[config.mk]
export PLATFORM = sky130hd
export DESIGN_NAME = ps2_key_event_ctrl
export DESIGN_NICKNAME = d
export VERILOG_FILES = /design/src/rtl/ps2_key_event_ctrl.sv
export SDC_FILE = /design/constraint.sdc
export NUM_CORES = 1
export LEC_CHECK = 0
export ABC_CLOCK_PERIOD_IN_PS = 2550
export BUFFER_PORTS_ARGS = -buffer_cell sky130_fd_sc_hd__buf_2
export CAP_MARGIN = 20
export CORE_ASPECT_RATIO = 1.75
export CORE_MARGIN = 4
export CORE_UTILIZATION = 54
export CTS_CLUSTER_DIAMETER = 80
export DETAILED_ROUTE_END_ITERATION = 10
export HOLD_SLACK_MARGIN = 0.06
export PLACE_DENSITY = 0.75
export REMOVE_ABC_BUFFERS = 1
export SYNTH_ARGS = -nofsm -noshare
export SYNTH_HDL_FRONTEND = slang
export SYNTH_SLANG_ARGS = --single-unit
[constraint.sdc]
create_clock -name clk -period 2.55 [get_ports clk]
set_input_delay 0.1275 -clock clk [delete_from_list [all_inputs] [get_ports clk]]
set_output_delay 0.1275 -clock clk [all_outputs]
set_load 0.01 [all_outputs]
[src/rtl/ps2_key_event_ctrl.sv]
// PS/2 keyboard front end: synchronise, capture 11-bit frames, fold E0/F0 prefixes into key events, buffer in a FIFO.
// Optional build macro PS2_PARITY_CHECK_EN enables odd-parity checking of received frames.
module ps2_key_event_ctrl #(
   parameter int SYNC_STAGES = 2,
   parameter int TIMEOUT_CYC = 5000,
   parameter int FIFO_DEPTH  = 4
) (
   input  logic       clk,
   input  logic       rst,
   input  logic       clk_kb,
   input  logic       data_kb,
   output logic       ev_valid,
   input  logic       ev_ready,
   output logic [7:0] ev_code,
   output logic       ev_ext,
   output logic       ev_brk,
   output logic [7:0] key_held,
   output logic       frame_err,
   output logic       overflow
);

   localparam int PW = $clog2(FIFO_DEPTH);
   localparam int WW = $clog2(TIMEOUT_CYC + 1);

   typedef enum logic [1:0] {IDLE, DATA, PARITY, STOP} state_t;

   // Synchronisers idle high, matching the PS/2 bus idle level, so reset causes no false edge.
   logic [SYNC_STAGES-1:0] clk_sync_reg, data_sync_reg;
   logic                   clk_prev_reg;
   logic                   clk_s, data_s, fall;

   always_ff @(posedge clk or posedge rst) begin
      if (rst) begin
         clk_sync_reg  <= '1;
         data_sync_reg <= '1;
         clk_prev_reg  <= 1'b1;
      end else begin
         clk_sync_reg  <= {clk_sync_reg[SYNC_STAGES-2:0], clk_kb};
         data_sync_reg <= {data_sync_reg[SYNC_STAGES-2:0], data_kb};
         clk_prev_reg  <= clk_s;
      end
   end

   assign clk_s  = clk_sync_reg[SYNC_STAGES-1];
   assign data_s = data_sync_reg[SYNC_STAGES-1];
   assign fall   = clk_prev_reg & ~clk_s;

   state_t          state_reg, state_next;
   logic [2:0]      bit_cnt_reg, bit_cnt_next;
   logic [7:0]      shift_reg, shift_next;
   logic [WW-1:0]   wd_reg, wd_next;
   logic            frame_err_reg, err;
   logic            byte_valid;
   logic            par_ok;
`ifdef PS2_PARITY_CHECK_EN
   logic            par_ok_reg, par_ok_next;
   assign par_ok = par_ok_reg;
`else
   assign par_ok = 1'b1;
`endif

   always_ff @(posedge clk or posedge rst) begin
      if (rst) begin
         state_reg     <= IDLE;
         bit_cnt_reg   <= '0;
         shift_reg     <= '0;
         wd_reg        <= '0;
         frame_err_reg <= 1'b0;
`ifdef PS2_PARITY_CHECK_EN
         par_ok_reg    <= 1'b0;
`endif
      end else begin
         state_reg     <= state_next;
         bit_cnt_reg   <= bit_cnt_next;
         shift_reg     <= shift_next;
         wd_reg        <= wd_next;
         frame_err_reg <= err;
`ifdef PS2_PARITY_CHECK_EN
         par_ok_reg    <= par_ok_next;
`endif
      end
   end

   always_comb begin
      state_next   = state_reg;
      bit_cnt_next = bit_cnt_reg;
      shift_next   = shift_reg;
      wd_next      = wd_reg;
      err          = 1'b0;
      byte_valid   = 1'b0;
`ifdef PS2_PARITY_CHECK_EN
      par_ok_next  = par_ok_reg;
`endif
      if (!fall) begin
         // Watchdog only runs mid-frame; expiry drops the partial byte.
         if (state_reg != IDLE) begin
            if (wd_reg == WW'(TIMEOUT_CYC - 1)) begin
               state_next = IDLE;
               wd_next    = '0;
               err        = 1'b1;
            end else begin
               wd_next = wd_reg + 1'b1;
            end
         end
      end else begin
         wd_next = '0;
         case (state_reg)
            IDLE: begin
               if (!data_s) begin
                  state_next   = DATA;
                  bit_cnt_next = '0;
               end else begin
                  err = 1'b1;
               end
            end
            DATA: begin
               shift_next   = {data_s, shift_reg[7:1]};
               bit_cnt_next = bit_cnt_reg + 1'b1;
               if (bit_cnt_reg == 3'd7) state_next = PARITY;
            end
            PARITY: begin
`ifdef PS2_PARITY_CHECK_EN
               par_ok_next = ^{shift_reg, data_s};
`endif
               state_next = STOP;
            end
            default: begin
               state_next = IDLE;
               if (data_s && par_ok) byte_valid = 1'b1;
               else                  err        = 1'b1;
            end
         endcase
      end
   end

   assign frame_err = frame_err_reg;

   logic       ext_reg, brk_reg;
   logic [7:0] key_held_reg;
   logic       push;

   assign push = byte_valid && (shift_reg != 8'hE0) && (shift_reg != 8'hF0);

   always_ff @(posedge clk or posedge rst) begin
      if (rst) begin
         ext_reg      <= 1'b0;
         brk_reg      <= 1'b0;
         key_held_reg <= '0;
      end else if (byte_valid) begin
         if (shift_reg == 8'hE0) begin
            ext_reg <= 1'b1;
         end else if (shift_reg == 8'hF0) begin
            brk_reg <= 1'b1;
         end else begin
            ext_reg <= 1'b0;
            brk_reg <= 1'b0;
            if (!brk_reg)                        key_held_reg <= shift_reg;
            else if (shift_reg == key_held_reg)  key_held_reg <= '0;
         end
      end
   end

   assign key_held = key_held_reg;

   // Event FIFO entry layout: {ext, brk, code}.
   logic [9:0]  mem [FIFO_DEPTH];
   logic [PW-1:0] wr_ptr_reg, rd_ptr_reg;
   logic [PW:0]   count_reg;
   logic          full, pop, push_ok;
   logic          overflow_reg;
   logic [9:0]    head;

   assign full    = (count_reg == (PW+1)'(FIFO_DEPTH));
   assign ev_valid = (count_reg != '0);
   assign pop     = ev_valid && ev_ready;
   assign push_ok = push && (!full || pop);

   always_ff @(posedge clk) begin
      if (push_ok) mem[wr_ptr_reg] <= {ext_reg, brk_reg, shift_reg};
   end

   always_ff @(posedge clk or posedge rst) begin
      if (rst) begin
         wr_ptr_reg   <= '0;
         rd_ptr_reg   <= '0;
         count_reg    <= '0;
         overflow_reg <= 1'b0;
      end else begin
         if (push_ok) wr_ptr_reg <= wr_ptr_reg + 1'b1;
         if (pop)     rd_ptr_reg <= rd_ptr_reg + 1'b1;
         if (push_ok && !pop)      count_reg <= count_reg + 1'b1;
         else if (!push_ok && pop) count_reg <= count_reg - 1'b1;
         if (push && !push_ok)     overflow_reg <= 1'b1;
      end
   end

   // Head is gated so the outputs read zero while the FIFO is empty.
   assign head     = ev_valid ? mem[rd_ptr_reg] : '0;
   assign ev_code  = head[7:0];
   assign ev_brk   = head[8];
   assign ev_ext   = head[9];
   assign overflow = overflow_reg;

endmodule

==> run_summary.xml, run 1 <==
<?xml version="1.0" encoding="UTF-8"?>
<metrics>
  <group name="setup_path">
    <metric name="regToRegSetupSlack" unit="ps">300</metric>
    <metric name="cp-end-kind" unit="">register</metric>
    <metric name="timing.critical_path.required" unit="ps">2820</metric>
    <metric name="worst_ep_arrival_time" unit="ps">2520</metric>
    <metric name="reg2reg_from" unit="">state_reg[0]$_DFFE_PP0P_</metric>
    <metric name="startpoint_type" unit="">register</metric>
    <metric name="r2r_end" unit="">count_reg[2]$_DFFE_PP0P_</metric>
    <metric name="critPathKind" unit="">reg2reg</metric>
    <metric name="reg2regPathDepth" unit="">10</metric>
    <metric name="critPathMaxFanout" unit="">5</metric>
  </group>
  <group name="sta">
    <metric name="report.final.slew_viol_count" unit="">0</metric>
    <metric name="setup_viol" unit="">0</metric>
    <metric name="timing.clock.skew" unit="ps">7.74</metric>
    <metric name="timing_worst_slew_pin_value" unit="ps">656</metric>
    <metric name="timing.fmax" unit="GHz">0.445</metric>
    <metric name="whs" unit="ps">106</metric>
    <metric name="max-slew-margin-rel" unit="%">56.3</metric>
    <metric name="fin_setup_tns" unit="ps">0</metric>
    <metric name="rsz0062_at_grt" unit="">false</metric>
    <metric name="timing_hold_violations_final" unit="">0</metric>
    <metric name="final_min_period_over_clock_period" unit="%">88.2</metric>
    <metric name="timing.final.crit_period" unit="ps">2250</metric>
  </group>
  <group name="drt">
    <metric name="detail_route.wirelength" unit="microns">7480</metric>
    <metric name="first_pass_iters" unit="">4</metric>
    <metric name="detail-route-antenna-nets" unit="">0</metric>
    <metric name="detail_route.wl_per_cell" unit="microns">17.7</metric>
    <metric name="routed_via_density" unit="">5.87</metric>
    <metric name="total_drc_errors_in_the_routed_layout" unit="">0</metric>
    <metric name="drt_iter0_drc" unit="">116</metric>
    <metric name="num_vias" unit="">2482</metric>
  </group>
  <group name="cts">
    <metric name="tritoncts.num_buffers" unit="">9</metric>
    <metric name="cts_max_path_buffers" unit="">2</metric>
    <metric name="root_buffer" unit="">sky130_fd_sc_hd__clkbuf_16</metric>
    <metric name="cts.clk_slew.worst_paths" unit="ps">60</metric>
    <metric name="htree_num_levels" unit="">3</metric>
    <metric name="post_cts_hold_buffer_count" unit="">3</metric>
    <metric name="clk-insertion-delay-late" unit="ps">340</metric>
    <metric name="cts_setup_buffers" unit="">0</metric>
    <metric name="cts_tree" unit="">done</metric>
    <metric name="postCtsResizedCells" unit="">0</metric>
    <metric name="clock_sinks" unit="">90</metric>
  </group>
  <group name="synth">
    <metric name="count_of_mapped_cells_out_of_synthesis" unit="">290</metric>
    <metric name="dominantRegCellSynth" unit="">sky130_fd_sc_hd__dfrtp_1</metric>
    <metric name="syn_avg_cell_area" unit="sq um">13.8</metric>
    <metric name="synthesis.area" unit="sq um">4000</metric>
    <metric name="unique_masters_post_synth" unit="">42</metric>
    <metric name="synth-warning-count" unit="">0</metric>
    <metric name="synth_edf_count" unit="">40</metric>
    <metric name="synth_seq_cells" unit="">90</metric>
    <metric name="postSynth.asyncResetShare" unit="%">55.6</metric>
    <metric name="ys_seq_area_share" unit="%">61.5</metric>
  </group>
  <group name="global_routing">
    <metric name="largest_net_degree_at_the_start_of_global_routing" unit="">25</metric>
    <metric name="met3_usage" unit="%">4.13</metric>
    <metric name="grt_busiest_layer" unit="">met2</metric>
    <metric name="grt.overflow.total" unit="">0</metric>
    <metric name="grt_total_usage" unit="%">19.5</metric>
    <metric name="gr-usage-met2" unit="%">34.5</metric>
    <metric name="number_of_antenna_violations_at_the_first_check_in_global_routing" unit="">0</metric>
    <metric name="grt_util_met1" unit="%">20.8</metric>
    <metric name="grt_pass1_vias" unit="">2635</metric>
    <metric name="grt_pass1_wl" unit="microns">12900</metric>
  </group>
  <group name="worst_hold_path">
    <metric name="hold_start" unit="">ev_ready</metric>
    <metric name="hold_path_depth" unit="">3</metric>
    <metric name="hold_path_class" unit="">in2reg</metric>
    <metric name="timing.hold.worst_endpoint" unit="">rd_ptr_reg[1]$_DFFE_PP0P_</metric>
  </group>
  <group name="die">
    <metric name="dieWidth" unit="microns">73.0</metric>
    <metric name="core.rowCount" unit="">41</metric>
    <metric name="die_h" unit="microns">122</metric>
    <metric name="io-pin-count" unit="">26</metric>
    <metric name="design.die.area" unit="sq um">8890</metric>
    <metric name="coreArea" unit="sq um">7230</metric>
    <metric name="initial_core_utilization" unit="%">55.2</metric>
  </group>
  <group name="final_layout">
    <metric name="final_layout_size_suffix_gt1_share" unit="%">24.9</metric>
    <metric name="finished_core_util" unit="%">63.5</metric>
    <metric name="final_nets" unit="">350</metric>
    <metric name="fillers" unit="">527</metric>
    <metric name="cell_area_after_layout" unit="sq um">4590</metric>
    <metric name="largest_register_ffs" unit="">40</metric>
    <metric name="mostFrequentLayoutCells" unit="">45 x sky130_fd_sc_hd__dfrtp_1, 40 x sky130_fd_sc_hd__edfxtp_1, 25 x sky130_fd_sc_hd__buf_2</metric>
    <metric name="layout_commonest_cell" unit="">sky130_fd_sc_hd__dfrtp_1</metric>
    <metric name="syn_to_final_growth" unit="%">14.9</metric>
    <metric name="antennaDiodeCount" unit="">0</metric>
  </group>
  <group name="power">
    <metric name="power.static_leakage" unit="nW">1.84</metric>
    <metric name="switching_share" unit="%">32.3</metric>
    <metric name="internal-power" unit="mW">3.21</metric>
    <metric name="power_switching" unit="mW">1.53</metric>
    <metric name="clock_power_share" unit="%">25.9</metric>
    <metric name="seqPwrFrac" unit="%">45.2</metric>
    <metric name="power.ir.vdd_worst" unit="mV">0.553</metric>
    <metric name="total_power" unit="mW">4.74</metric>
    <metric name="power.density" unit="nW/um^2">1030</metric>
    <metric name="comb_power_share" unit="%">28.8</metric>
  </group>
  <group name="outcome">
    <metric name="outcome" unit="">finished, final reports clean</metric>
  </group>
  <group name="flow_run">
    <metric name="maxCapViolCount" unit="">0</metric>
  </group>
  <group name="placement">
    <metric name="place_hpwl" unit="microns">5410</metric>
    <metric name="routabilityCongestion" unit="">0.759</metric>
    <metric name="port-buffer-count" unit="">25</metric>
    <metric name="detailed_place.area" unit="sq um">4280</metric>
  </group>
</metrics>
## cells by family after synthesis
logic type      count (synthesis)  share of synthesized area (%)
flops                          90                           61.5
simple gates                   77                           9.99
compound gates                 42                           7.52
xor+xnor                       25                           5.48
mux                            22                           8.99
buf+inv                        21                           2.22
fa+ha+maj                      13                           4.26
## final cells by class
class                      count  area, sq um  area share, %
clock buffer                  10          239           5.21
clock inverter                 6         40.0          0.872
inverter                      10         37.5          0.818
multi-input combinational    179         1450           31.5
sequential                    90         2460           53.6
tap                           86          108           2.34
timing repair buffer          42          260           5.67
## per-layer routing
layer	share of wire, %	up-vias	routed length (microns)
li1	-	1147	-
met1	37	1262	2750
met2	56	51	4190
met3	3.1	22	233
met4	4.1	0	308
met5	0	-	0
## critical path: stages, from the launching register on
cell	delay, ps
sky130_fd_sc_hd__dfrtp_1	400
sky130_fd_sc_hd__ha_1	240
sky130_fd_sc_hd__nand4b_1	160
sky130_fd_sc_hd__a21o_1	210
sky130_fd_sc_hd__nor2_1	150
sky130_fd_sc_hd__ha_1	190
sky130_fd_sc_hd__inv_1	60
sky130_fd_sc_hd__fa_1	370
sky130_fd_sc_hd__xor2_1	150
sky130_fd_sc_hd__nor2_1	100
sky130_fd_sc_hd__xor2_1	150
## how the worst max path moves through the flow
stage | startpoint | endpoint | slack, ps | depth (start not counted)
finish | state_reg[0]$_DFFE_PP0P_ | count_reg[2]$_DFFE_PP0P_ | 300 | 10
global route | state_reg[1]$_DFFE_PP0P_ | count_reg[2]$_DFFE_PP0P_ | 60 | 10
CTS | state_reg[0]$_DFFE_PP0P_ | count_reg[2]$_DFFE_PP0P_ | 280 | 10
detailed placement | state_reg[0]$_DFFE_PP0P_ | count_reg[2]$_DFFE_PP0P_ | 320 | 10
global placement | state_reg[0]$_DFFE_PP0P_ | count_reg[2]$_DFFE_PP0P_ | 350 | 10
floorplan | state_reg[0]$_DFFE_PP0P_ | count_reg[2]$_DFFE_PP0P_ | 170 | 10
## cells in the mapped netlist (all sizes together), types with 2 or more instances
cell,n,area [sq um]
dfrtp,45,1130
edfxtp,40,1200
xnor2,23,201
nor2,20,75.1
nand2,18,67.6
and2,14,87.6
ha,12,150
o21ai,12,71.3
mux2,11,124
inv,10,37.5
mux4,10,225
a22oi,8,60.1
clkbuf,8,30.0
a2111oi,5,43.8
a211oi,5,37.5
dfstp,5,131
nand3,5,25.0
nand4,4,25.0
a21oi,3,15.0
buf,3,21.3
nand3b,3,22.5
a21o,2,15.0
a22o,2,17.5
nor2b,2,12.5
nor3,2,10.0
o211ai,2,15.0
or3,2,12.5
xor2,2,17.5
## power by group through the flow
stage	Sequential [mW]	Combinational, mW	Clock [mW]
final	2.15	1.37	1.23
after global routing	2.20	1.53	1.32
after CTS	2.15	1.40	1.25
after detailed placement	2.18	1.39	0
after global placement	2.16	1.33	0
after floorplan	2.13	0.903	0
## per-stage QoR
stage                     setup slack [ps]  instances
after floorplan                        168        279
after global placement                 348        404
after detailed placement               318        404
after CTS                              281        423
after global routing                  61.3        423
final                                  302        423
Note: power is estimated with default switching activity, not from simulation.
==> inputs of run 2 (changes only) <==
==> constraint.sdc (replaced) <==
create_clock -name clk -period 2.55 [get_ports clk]
set_input_delay 0.3825 -clock clk [delete_from_list [all_inputs] [get_ports clk]]
set_output_delay 0.3825 -clock clk [all_outputs]
set_load 0.01 [all_outputs]
==> run_summary.xml, run 2 (synthesis results as in run 1) <==
<?xml version="1.0" encoding="UTF-8"?>
<metrics>
  <group name="power">
    <metric name="power.density" unit="nW/um^2">1080</metric>
    <metric name="power.ir.vdd_worst" unit="mV">0.647</metric>
    <metric name="comb_power_share" unit="%">28.3</metric>
    <metric name="power.static_leakage" unit="nW">1.86</metric>
    <metric name="internal-power" unit="mW">3.52</metric>
    <metric name="seqPwrFrac" unit="%">41.9</metric>
    <metric name="switching_share" unit="%">29.8</metric>
    <metric name="power_switching" unit="mW">1.49</metric>
    <metric name="clock_power_share" unit="%">29.8</metric>
  </group>
  <group name="global_routing">
    <metric name="number_of_antenna_violations_at_the_first_check_in_global_routing" unit="">0</metric>
    <metric name="grt_total_usage" unit="%">18.4</metric>
    <metric name="largest_net_degree_at_the_start_of_global_routing" unit="">26</metric>
    <metric name="grt_pass1_wl" unit="microns">12100</metric>
    <metric name="grt.overflow.total" unit="">0</metric>
    <metric name="grt_pass1_vias" unit="">2444</metric>
  </group>
  <group name="setup_path">
    <metric name="cpPeakStageDelay" unit="ps">390</metric>
    <metric name="critPathKind" unit="">reg2reg</metric>
    <metric name="cp-end-kind" unit="">register</metric>
    <metric name="critPathMaxFanout" unit="">5</metric>
    <metric name="worst_ep_arrival_time" unit="ps">2590</metric>
    <metric name="timing.critical_path.required" unit="ps">2800</metric>
    <metric name="cpMaxStageDelayCell" unit="">sky130_fd_sc_hd__dfrtp_1</metric>
    <metric name="gate_family_responsible_for_the_most_delay_along_the_worst_path" unit="">adder cells</metric>
    <metric name="regToRegSetupSlack" unit="ps">220</metric>
    <metric name="reg2reg_from" unit="">state_reg[1]$_DFFE_PP0P_</metric>
    <metric name="r2r_end" unit="">count_reg[2]$_DFFE_PP0P_</metric>
    <metric name="worstPathCellList" unit="">ha_1 -&gt; nand4b_1 -&gt; a21o_1 -&gt; nor2_1 -&gt; ha_1 -&gt; inv_1 -&gt; fa_1 -&gt; xor2_1 -&gt; nor2_1 -&gt; xor2_1</metric>
    <metric name="reg2regPathDepth" unit="">10</metric>
    <metric name="worstPathBufferInverterCount" unit="">1</metric>
    <metric name="startpoint_type" unit="">register</metric>
  </group>
  <group name="final_layout">
    <metric name="final_layout_size_suffix_gt1_share" unit="%">24.6</metric>
    <metric name="mostFrequentLayoutCells" unit="">45 x sky130_fd_sc_hd__dfrtp_1, 40 x sky130_fd_sc_hd__edfxtp_1, 25 x sky130_fd_sc_hd__buf_2</metric>
    <metric name="syn_to_final_growth" unit="%">15.8</metric>
    <metric name="largest_register_ffs" unit="">40</metric>
    <metric name="antennaDiodeCount" unit="">0</metric>
    <metric name="layout_commonest_cell" unit="">sky130_fd_sc_hd__dfrtp_1</metric>
    <metric name="finished_core_util" unit="%">64.0</metric>
    <metric name="final_nets" unit="">347</metric>
    <metric name="fillers" unit="">554</metric>
  </group>
  <group name="drt">
    <metric name="num_vias" unit="">2380</metric>
    <metric name="detail-route-antenna-nets" unit="">0</metric>
    <metric name="first_pass_iters" unit="">5</metric>
    <metric name="detail_route.wl_per_cell" unit="microns">17.0</metric>
    <metric name="detail_route.wirelength" unit="microns">7150</metric>
    <metric name="drt_iter0_drc" unit="">169</metric>
    <metric name="total_drc_errors_in_the_routed_layout" unit="">0</metric>
    <metric name="routed_via_density" unit="">5.67</metric>
  </group>
  <group name="sta">
    <metric name="max-slew-margin-rel" unit="%">58.9</metric>
    <metric name="setup_viol" unit="">0</metric>
    <metric name="final_min_period_over_clock_period" unit="%">91.4</metric>
    <metric name="fin_ws" unit="ps">218</metric>
    <metric name="timing.fmax" unit="GHz">0.429</metric>
    <metric name="timing.clock.skew" unit="ps">6.43</metric>
    <metric name="timing_worst_slew_pin_value" unit="ps">601</metric>
    <metric name="report.final.slew_viol_count" unit="">0</metric>
    <metric name="rsz0062_at_grt" unit="">false</metric>
    <metric name="fin_setup_tns" unit="ps">0</metric>
    <metric name="whs" unit="ps">91.9</metric>
    <metric name="timing_hold_violations_final" unit="">0</metric>
    <metric name="timing.final.crit_period" unit="ps">2330</metric>
  </group>
  <group name="cts">
    <metric name="cts_tree" unit="">done</metric>
    <metric name="cts.clk_slew.worst_paths" unit="ps">60</metric>
    <metric name="tritoncts.num_buffers" unit="">9</metric>
    <metric name="clock_sinks" unit="">90</metric>
    <metric name="root_buffer" unit="">sky130_fd_sc_hd__clkbuf_16</metric>
    <metric name="postCtsResizedCells" unit="">0</metric>
    <metric name="clk-insertion-delay-late" unit="ps">340</metric>
    <metric name="htree_num_levels" unit="">3</metric>
    <metric name="cts_setup_buffers" unit="">0</metric>
    <metric name="post_cts_hold_buffer_count" unit="">0</metric>
    <metric name="cts_max_path_buffers" unit="">2</metric>
  </group>
  <group name="outcome">
    <metric name="outcome" unit="">finished, final reports clean</metric>
  </group>
  <group name="die">
    <metric name="die_h" unit="microns">122</metric>
    <metric name="core.rowCount" unit="">41</metric>
    <metric name="design.die.area" unit="sq um">8890</metric>
    <metric name="coreArea" unit="sq um">7230</metric>
    <metric name="initial_core_utilization" unit="%">55.2</metric>
    <metric name="io-pin-count" unit="">26</metric>
    <metric name="dieWidth" unit="microns">73.0</metric>
  </group>
  <group name="placement">
    <metric name="routabilityCongestion" unit="">0.786</metric>
    <metric name="place_worst_setup_slack" unit="ps">227</metric>
    <metric name="place_hpwl" unit="microns">5220</metric>
    <metric name="port-buffer-count" unit="">25</metric>
  </group>
  <group name="worst_hold_path">
    <metric name="hold_path_class" unit="">in2async</metric>
  </group>
  <group name="flow_run">
    <metric name="maxCapViolCount" unit="">0</metric>
  </group>
</metrics>
run 2: stage by stage:
stage / area (sq um) / instances / power (mW)
final: 4630 / 420 / 5.01
after global placement: 4280 / 404 / 3.50
after floorplan: 3940 / 279 / 3.03
after CTS: 4630 / 420 / 5.06
after detailed placement: 4280 / 404 / 3.57
after global routing: 4630 / 420 / 5.33
run 2: area by class of cell:
| type | instances | area (sq um) | share of cell area (%) |
|---|---|---|---|
| repair buffers | 39 | 230 | 4.98 |
| well taps | 86 | 108 | 2.33 |
| clock buffers | 12 | 246 | 5.33 |
| inverters | 10 | 37.5 | 0.811 |
| clock inverters | 4 | 98.8 | 2.14 |
| multi-input cells | 179 | 1450 | 31.3 |
| flip-flops and latches | 90 | 2460 | 53.1 |
run 2: worst max-delay path by stage:
stage / start / cells after the start / to / slack (ps)
2_1_floorplan: state_reg[0]$_DFFE_PP0P_ / 10 / count_reg[2]$_DFFE_PP0P_ / 170
4_1_cts: state_reg[1]$_DFFE_PP0P_ / 10 / count_reg[2]$_DFFE_PP0P_ / 210
6_report: state_reg[1]$_DFFE_PP0P_ / 10 / count_reg[2]$_DFFE_PP0P_ / 220
3_5_place_dp: state_reg[1]$_DFFE_PP0P_ / 10 / count_reg[2]$_DFFE_PP0P_ / 230
3_3_place_gp: state_reg[1]$_DFFE_PP0P_ / 10 / count_reg[2]$_DFFE_PP0P_ / 360
5_1_grt: state_reg[1]$_DFFE_PP0P_ / 10 / count_reg[2]$_DFFE_PP0P_ / 10
run 2: layer usage:
layer,wire [microns],global-route usage [%],part of all wire [%],vias to the layer above
met4,178,8.55,2.5,0
li1,-,-,-,1135
met1,2690,19.6,38,1187
met2,4070,32.8,57,46
met5,0,0,0,-
met3,215,4.79,3.0,12
run 2: power by group through the flow:
| stage | Combinational, mW | Clock (mW) | Sequential [mW] |
|---|---|---|---|
| after global placement | 1.39 | 0 | 2.11 |
| after detailed placement | 1.44 | 0 | 2.13 |
| final | 1.42 | 1.49 | 2.10 |
| after floorplan | 0.903 | 0 | 2.13 |
| after CTS | 1.45 | 1.51 | 2.10 |
| after global routing | 1.59 | 1.59 | 2.14 |
==> inputs of run 3 (changes only) <==
Settings changed: ABC_CLOCK_PERIOD_IN_PS 2550 to 2700, CORE_UTILIZATION 54 to 55, PLACE_DENSITY 0.75 to 0.73, RECOVER_POWER from default to 50.
Clock period 2.55 ns to 2.7 ns, I/O delays scaled along.
==> run_summary.xml, run 3 (synthesis results as in run 1) <==
<?xml version="1.0" encoding="UTF-8"?>
<metrics>
  <group name="setup_path">
    <metric name="worst_ep_arrival_time" unit="ps">2570</metric>
    <metric name="critPathMaxFanout" unit="">5</metric>
    <metric name="timing.critical_path.required" unit="ps">2960</metric>
    <metric name="worstPathCellList" unit="">ha_1 -&gt; nand4b_1 -&gt; a21o_1 -&gt; nor2_1 -&gt; ha_1 -&gt; inv_1 -&gt; fa_1 -&gt; xor2_1 -&gt; nor2_1 -&gt; xor2_1</metric>
    <metric name="startpoint_type" unit="">register</metric>
    <metric name="setup.worst_path.start" unit="">state_reg[0]$_DFFE_PP0P_</metric>
    <metric name="critPathKind" unit="">reg2reg</metric>
    <metric name="cpPeakStageDelay" unit="ps">400</metric>
    <metric name="reg2reg_from" unit="">state_reg[0]$_DFFE_PP0P_</metric>
    <metric name="cpMaxStageDelayCell" unit="">sky130_fd_sc_hd__dfrtp_1</metric>
    <metric name="cp-end-kind" unit="">register</metric>
  </group>
  <group name="final_layout">
    <metric name="antennaDiodeCount" unit="">0</metric>
    <metric name="final_layout_size_suffix_gt1_share" unit="%">20.1</metric>
    <metric name="final_nets" unit="">342</metric>
    <metric name="syn_to_final_growth" unit="%">13.3</metric>
    <metric name="cell_area_after_layout" unit="sq um">4530</metric>
    <metric name="mostFrequentLayoutCells" unit="">45 x sky130_fd_sc_hd__dfrtp_1, 40 x sky130_fd_sc_hd__edfxtp_1, 23 x sky130_fd_sc_hd__xnor2_1</metric>
    <metric name="largest_register_ffs" unit="">40</metric>
    <metric name="layout_commonest_cell" unit="">sky130_fd_sc_hd__dfrtp_1</metric>
  </group>
  <group name="drt">
    <metric name="met1Wirelength" unit="microns">2730</metric>
    <metric name="detail_route.wirelength" unit="microns">7120</metric>
    <metric name="routed_via_density" unit="">5.57</metric>
    <metric name="num_vias" unit="">2302</metric>
    <metric name="top_layer_used" unit="">met4</metric>
    <metric name="met3RoutedLength" unit="microns">222</metric>
    <metric name="total_drc_errors_in_the_routed_layout" unit="">0</metric>
    <metric name="detail-route-antenna-nets" unit="">0</metric>
    <metric name="drt_iter0_drc" unit="">158</metric>
    <metric name="first_pass_iters" unit="">4</metric>
    <metric name="detail_route.wl_per_cell" unit="microns">17.2</metric>
    <metric name="met2_length" unit="microns">4020</metric>
  </group>
  <group name="global_routing">
    <metric name="largest_net_degree_at_the_start_of_global_routing" unit="">26</metric>
    <metric name="number_of_antenna_violations_at_the_first_check_in_global_routing" unit="">0</metric>
    <metric name="grt.overflow.total" unit="">0</metric>
    <metric name="grt_pass1_vias" unit="">2360</metric>
    <metric name="grt_total_usage" unit="%">18.0</metric>
    <metric name="grt_pass1_wl" unit="microns">11900</metric>
  </group>
  <group name="cts">
    <metric name="root_buffer" unit="">sky130_fd_sc_hd__clkbuf_16</metric>
    <metric name="postCtsResizedCells" unit="">0</metric>
    <metric name="cts.clk_slew.worst_paths" unit="ps">60</metric>
    <metric name="clk-insertion-delay-late" unit="ps">340</metric>
    <metric name="htree_num_levels" unit="">3</metric>
    <metric name="cts_max_path_buffers" unit="">2</metric>
    <metric name="clock_sinks" unit="">90</metric>
    <metric name="post_cts_hold_buffer_count" unit="">0</metric>
    <metric name="cts_tree" unit="">done</metric>
    <metric name="cts_setup_buffers" unit="">0</metric>
    <metric name="tritoncts.num_buffers" unit="">9</metric>
  </group>
  <group name="placement">
    <metric name="detailed_place.area" unit="sq um">4240</metric>
    <metric name="routabilityCongestion" unit="">0.820</metric>
    <metric name="place_hpwl" unit="microns">5160</metric>
    <metric name="port-buffer-count" unit="">25</metric>
  </group>
  <group name="power">
    <metric name="power.ir.vdd_worst" unit="mV">0.601</metric>
    <metric name="power.density" unit="nW/um^2">986</metric>
    <metric name="total_power" unit="mW">4.46</metric>
    <metric name="power.static_leakage" unit="nW">1.78</metric>
  </group>
  <group name="sta">
    <metric name="setup_viol" unit="">0</metric>
    <metric name="final_min_period_over_clock_period" unit="%">85.6</metric>
    <metric name="timing.final.crit_period" unit="ps">2310</metric>
    <metric name="rsz0062_at_grt" unit="">false</metric>
    <metric name="report.final.slew_viol_count" unit="">0</metric>
    <metric name="timing.fmax" unit="GHz">0.433</metric>
    <metric name="timing_worst_slew_pin_value" unit="ps">944</metric>
    <metric name="fin_setup_tns" unit="ps">0</metric>
    <metric name="max-slew-margin-rel" unit="%">37.0</metric>
    <metric name="timing_hold_violations_final" unit="">0</metric>
    <metric name="timing.clock.skew" unit="ps">9.16</metric>
  </group>
  <group name="flow_run">
    <metric name="maxCapViolCount" unit="">0</metric>
  </group>
  <group name="worst_hold_path">
    <metric name="hold_start" unit="">clk_kb</metric>
    <metric name="hold_path_class" unit="">in2reg</metric>
  </group>
  <group name="die">
    <metric name="coreArea" unit="sq um">6960</metric>
    <metric name="die_h" unit="microns">121</metric>
    <metric name="design.die.area" unit="sq um">8740</metric>
    <metric name="dieWidth" unit="microns">72.4</metric>
    <metric name="io-pin-count" unit="">26</metric>
    <metric name="core.rowCount" unit="">40</metric>
    <metric name="initial_core_utilization" unit="%">57.4</metric>
  </group>
  <group name="outcome">
    <metric name="outcome" unit="">finished, final reports clean</metric>
  </group>
</metrics>
[run 3: cell count changes in the layout (fill, tap and decap cells not counted), sizes merged]
| cell | change |
|---|---|
| buf | -11 |
| bufinv | -2 |
| clkbuf | +5 |
| clkinv | +1 |
| clkinvlp | +1 |
| inv | +1 |
[run 3: layout make-up]
cell class / instances / area [sq um]
fillers: 511 / 2430
repair buffers: 34 / 180
well taps: 84 / 105
flip-flops and latches: 90 / 2460
multi-input cells: 179 / 1450
inverters: 10 / 37.5
clock buffers: 11 / 243
clock inverters: 5 / 53.8
[run 3: path summary, 6_finish.rpt]
check | cells past startpoint | end | slack [ps]
worst max-delay path | 10 | count_reg[2]$_DFFE_PP0P_ | 390
worst min-delay path | 1 | clk_sync_reg[0]$_DFF_PP1_ | 180
worst max register to register | 10 | count_reg[2]$_DFFE_PP0P_ | 390
worst min register to register | 0 | clk_sync_reg[1]$_DFF_PP1_ | 380
max in group asynchronous | 3 | key_held[1]$_DFFE_PP0P_ | 1260
min in group asynchronous | 2 | count_reg[0]$_DFFE_PP0P_ | 270
[run 3: per-stage QoR]
step	setup slack (ps)	util [%]	std cells	hold WS, ps
global route	208	65.1	413	168
detailed placement	359	61.0	397	363
global placement	495	61.0	397	362
finish	389	65.1	413	175
CTS	354	65.2	413	116
floorplan	318	-	279	345
[run 3: per-layer routing]
metal / vias up / track usage (%)
li1: 1125 / -
met1: 1129 / 20.1
met4: 0 / 7.97
met2: 38 / 32.4
met3: 10 / 3.49
met5: - / 0
[run 3: power by group]
group	total [mW]	switching (mW)	internal (mW)
clock network	1.22	0.484	0.739
logic	1.22	0.594	0.627
registers	2.02	0.306	1.71
[run 3: worst max-delay path: cells and delay by family (launching register included)]
kind,cells,cell delay [ps]
adders and majority gates,3,810
and+or+nand+nor,3,440
DFF,1,400
xor gates and xnor gates,2,300
AOI/OAI and AO/OA,1,220
buffers and inverters,1,60
